## src/rtl/parity_checker_pipe.sv

```systemverilog
`default_nettype none
// ============================================================================
// Module      : parity_checker_pipe
// Description : Multi-lane parity checker with parity stripping, one-entry
//               output register, sticky error flag and saturating error
//               counter. Define PARITY_ERR_CNT_EN to build the error counter.
// Revision    : 1.0 - initial release
// ============================================================================
module parity_checker_pipe #(
    parameter int EVEN_ODD          = 0,
    parameter int SELECT_PARITY_BIT = 0,
    parameter int DATA_WIDTH        = 8,
    parameter int LANES             = 1,
    parameter int DROP_MODE         = 0,
    parameter int ERR_CNT_WIDTH     = 8
) (
    input  logic                          clk,
    input  logic                          rst_n,
    input  logic [LANES*(DATA_WIDTH+1)-1:0] data_in,
    input  logic                          pop_valid_fifo,
    output logic                          pop_grant_fifo,
    output logic                          pop_valid_receiver,
    input  logic                          pop_grant_receiver,
    output logic [LANES*DATA_WIDTH-1:0]   data_out,
    output logic [LANES-1:0]              lane_err_out,
    input  logic                          err_clear,
    output logic                          err_sticky,
    output logic [ERR_CNT_WIDTH-1:0]      err_count
);

    localparam int   c_GROUP_W = DATA_WIDTH + 1;
    localparam logic c_SENSE   = 1'(EVEN_ODD);
    localparam logic c_DROP    = (DROP_MODE != 0);

    typedef enum logic [0:0] {
        ST_EMPTY = 1'b0,
        ST_FULL  = 1'b1
    } state_t;

    state_t                        r_state;
    state_t                        w_state_nxt;
    logic [LANES*DATA_WIDTH-1:0]   r_data;
    logic [LANES-1:0]              r_lane_err;
    logic                          r_err_sticky;
    logic [LANES-1:0]              w_lane_bad;
    logic [LANES*DATA_WIDTH-1:0]   w_payload;
    logic                          w_word_bad;
    logic                          w_in_xfer;
    logic                          w_out_xfer;
    logic                          w_load;
    logic                          w_err_event;

    generate
        for (genvar i = 0; i < LANES; i++) begin : g_lane
            logic [c_GROUP_W-1:0] w_group;
            assign w_group       = data_in[i*c_GROUP_W +: c_GROUP_W];
            assign w_lane_bad[i] = (^w_group) != c_SENSE;
            if (SELECT_PARITY_BIT != 0) begin : g_par_msb
                assign w_payload[i*DATA_WIDTH +: DATA_WIDTH] = w_group[DATA_WIDTH-1:0];
            end else begin : g_par_lsb
                assign w_payload[i*DATA_WIDTH +: DATA_WIDTH] = w_group[DATA_WIDTH:1];
            end
        end
    endgenerate

    assign w_word_bad  = |w_lane_bad;
    assign pop_valid_receiver = (r_state == ST_FULL);
    // Grant is combinational from the receiver so a full register never bubbles.
    assign pop_grant_fifo = rst_n && (!pop_valid_receiver || pop_grant_receiver);
    assign w_in_xfer   = pop_valid_fifo && pop_grant_fifo;
    assign w_out_xfer  = pop_valid_receiver && pop_grant_receiver;
    assign w_load      = w_in_xfer && (!w_word_bad || !c_DROP);
    assign w_err_event = w_in_xfer && w_word_bad;

    always_comb begin
        w_state_nxt = r_state;
        if (w_load) begin
            w_state_nxt = ST_FULL;
        end else if (w_out_xfer) begin
            w_state_nxt = ST_EMPTY;
        end
    end

    always_ff @(posedge clk or negedge rst_n) begin
        if (!rst_n) begin
            r_state    <= ST_EMPTY;
            r_data     <= '0;
            r_lane_err <= '0;
        end else begin
            r_state <= w_state_nxt;
            if (w_load) begin
                r_data     <= w_payload;
                r_lane_err <= w_lane_bad;
            end
        end
    end

    always_ff @(posedge clk or negedge rst_n) begin
        if (!rst_n) begin
            r_err_sticky <= 1'b0;
        end else if (err_clear) begin
            r_err_sticky <= 1'b0;
        end else if (w_err_event) begin
            r_err_sticky <= 1'b1;
        end
    end

`ifdef PARITY_ERR_CNT_EN
    logic [ERR_CNT_WIDTH-1:0] r_err_count;

    always_ff @(posedge clk or negedge rst_n) begin
        if (!rst_n) begin
            r_err_count <= '0;
        end else if (err_clear) begin
            r_err_count <= '0;
        end else if (w_err_event && (r_err_count != {ERR_CNT_WIDTH{1'b1}})) begin
            r_err_count <= r_err_count + 1'b1;
        end
    end

    assign err_count = r_err_count;
`else
    assign err_count = '0;
`endif

    assign data_out     = r_data;
    assign lane_err_out = r_lane_err;
    assign err_sticky   = r_err_sticky;

endmodule
`default_nettype wire
```

## config.mk

```make
export PLATFORM = sky130hd
export DESIGN_NAME = parity_checker_pipe
export DESIGN_NICKNAME = d
export VERILOG_FILES = /design/src/rtl/parity_checker_pipe.sv
export SDC_FILE = /design/constraint.sdc
export NUM_CORES = 1
export LEC_CHECK = 0
export ABC_CLOCK_PERIOD_IN_PS = 2000
export BUFFER_PORTS_ARGS = -buffer_cell sky130_fd_sc_hd__buf_2
export CAP_MARGIN = 20
export CORE_MARGIN = 2
export CORE_UTILIZATION = 44
export DETAILED_ROUTE_END_ITERATION = 16
export GPL_TIMING_DRIVEN = 0
export PLACE_DENSITY = 0.8
export SYNTH_ARGS = -nofsm -noshare
export SYNTH_HDL_FRONTEND = slang
export SYNTH_SLANG_ARGS = --single-unit
```

## constraint.sdc

```tcl
create_clock -name clk -period 2 [get_ports clk]
set_input_delay 0.1 -clock clk [delete_from_list [all_inputs] [get_ports clk]]
set_output_delay 0.1 -clock clk [all_outputs]
set_load 0.005 [all_outputs]
```

==> summary.txt <==
outcome: complete, no violations
grt ovf: 0
Longest Clk Path Bufs: 2
register area share after synthesis: 47.0%
RSZ-0062 raised after global routing: no
hold endpoint: data_out[5]
Iteration-0 DRC Markers: 7
HP Class: input port to register
overall global routing resource usage: 13.6%
setup bufs post-CTS: 0
initial antenna violation count: 0
fill count: 111
CP required: 2150 ps
clk sinks: 11
main area contributors after synthesis: dfrtp_1, mux2_2, buf_4, xnor3_1, xnor2_1
CTS tree: done
cell depth of the worst hold path: 2
worst vdd ir: 0.000374 V
H-tree lvl count: 1
Initial Util: 46.2%
crit path kind: input port to register
CTS root buffer: clkbuf_4
Worst R2R Start: pop_valid_receiver
TNS Setup: 0 ps
Cell Count, Final, Fillers Out: 99
part of the cycle the worst path needs: 71.2%
Yosys warning count: 0
Netlist cell types: 16
Die Ht: 40.5 um
I/O pins: 34
max-cap violation count: 0
WL met2: 456 um
worst clock skew: 3.61 ps
drt total wl: 975 um
Clock transition at path regs: 70 ps
number of global-route vias before repair: 334
max layer used: met4
minimum clock period: 1420 ps
Hold Fails Final Rpt: 0
cell taking the most area after synthesis: dfrtp_1
Core Area: 1270 um^2
first-pass GRT wire length: 1.34 mm
worst skew pair latency: 260 ps
Mean Syn Cell Area: 12.7 um^2
FF-to-FF End: data_out[4]
share of cells above drive strength 1: 56.0%
cell count after synthesis: 46
DIE AREA: 1640 um^2
reg2reg path depth: 3
Inserted Clock Buffers: 3
Resized cells post-CTS: 0
final setup fails: 0
flops & latches, synth: 11
Post-Synthesis Cell Area: 586 um^2
endpoint type of the worst setup path: register
Inst Count DP: 93
f_max: 703 MHz
WL met1: 423 um
critical path launch point type: input port
antenna diode instance count: 0
# hold bufs at CTS: 2
worst-path maximum fanout: 15
largest net degree at the start of global routing: 16
First-pass DRT Iterations: 5
Synth top area share: 47.0%
post-DR wirelength/cell: 9.85 um
NumNets Final: 99
Die Wd: 40.5 um
standard-cell rows: 13
gpl congestion: 0.628
hold path startpoint: data_in[6]
via count: 425
Pins Over Slew Limit: 0
final hold slack: 90.6 ps
antenna viol nets, final: 0
DR vias/cell: 4.29
Remaining DRCs: 0
routed wl met3: 80 um
Worst R2R Setup Slack: 760 ps
Area growth, synth to finish: 37.0%
WP data arrival: 1570 ps
P_leak: 0.446 nW
PortBufs: 25
PD cells: 742 nW/um^2
per-stage QoR:
step	instance area [um^2]	worst slack, ps	utilization (%)	total power, mW
final	802	577	63.2	0.595
after floorplan	612	880	-	0.380
after detailed placement	756	746	59.6	0.451
after CTS	802	555	63.2	0.606
after global routing	802	438	63.2	0.645
after global placement	756	778	59.6	0.446
worst max-delay path: stages:
cell,delay (ps)
dlygate4sd3_1,520
buf_2,300
nand3_2,300
mux2_2,350
cell type report:
cell class / count / area (um^2) / area share [%]
inverter: 3 / 11.3 / 1.40
sequential: 11 / 275 / 34.3
multi-input combinational: 31 / 265 / 33.1
timing repair buffer: 27 / 145 / 18.1
tap: 15 / 18.8 / 2.34
clock buffer: 4 / 26.3 / 3.28
buffer: 8 / 60.1 / 7.49
placed cells by master, fill, tap and decap left out, types with 3 or more instances in the layout:
cell type / n
clkbuf_4: 3
inv_1: 3
buf_4: 8
mux2_2: 8
dfrtp_1: 11
conb_1: 8
nand2_1: 3
buf_2: 25
cell usage after synthesis:
cell type,number
dfrtp_1,11
buf_4,8
mux2_2,8
inv_1,3
nand2_1,3
xnor2_1,2
xnor3_1,2
a21oi_1,1
and2_1,1
and4_2,1
conb_1,1
mux2i_1,1
nand2b_1,1
nand3_2,1
nor4b_2,1
xor2_1,1
how the worst max path moves through the flow:
| stage | startpoint | slack [ps] | end | cells past startpoint |
|---|---|---|---|---|
| 6_report | rst_n | 580 | data_out[4] | 4 |
| 5_1_grt | rst_n | 440 | data_out[4] | 4 |
| 4_1_cts | rst_n | 560 | data_out[4] | 4 |
| 3_5_place_dp | pop_valid_receiver | 750 | data_out[4] | 3 |
| 3_3_place_gp | pop_valid_receiver | 780 | data_out[6] | 3 |
| 2_1_floorplan | pop_valid_receiver | 880 | data_out[0] | 3 |
metal layers:
metal / track usage (%) / up-vias
met3: 8.33 / 2
met4: 7.50 / 0
met1: 14.7 / 192
li1: - / 214
met2: 20.2 / 17
met5: 0 / -
power by group:
| group | total (mW) | leakage (nW) | internal, mW | switching [mW] |
|---|---|---|---|---|
| Clock | 0.147 | 0.0150 | 0.0770 | 0.0704 |
| Sequential | 0.281 | 0.132 | 0.264 | 0.0173 |
| Combinational | 0.167 | 0.298 | 0.102 | 0.0652 |
| Total | 0.595 | 0.446 | 0.443 | 0.153 |
state kept, by name, indices dropped and copies added (netlist names):
name	flops
data_out	8
err_sticky	1
lane_err_out	1
pop_valid_receiver	1
kinds of logic (layout without fill, tap and decap cells):
group | count (synthesis) | after routing | share of synthesized area (%)
other | 1 | 8 | 0.640
AO/OA/AOI/OAI | 1 | 1 | 0.854
buffers and inverters | 11 | 42 | 12.2
multiplexers | 9 | 9 | 17.1
AND/OR/NAND/NOR | 8 | 8 | 10.0
XOR/XNOR | 5 | 5 | 12.2
flip-flops | 11 | 11 | 47.0
No activity file was read; power rests on OpenSTA's default activity.
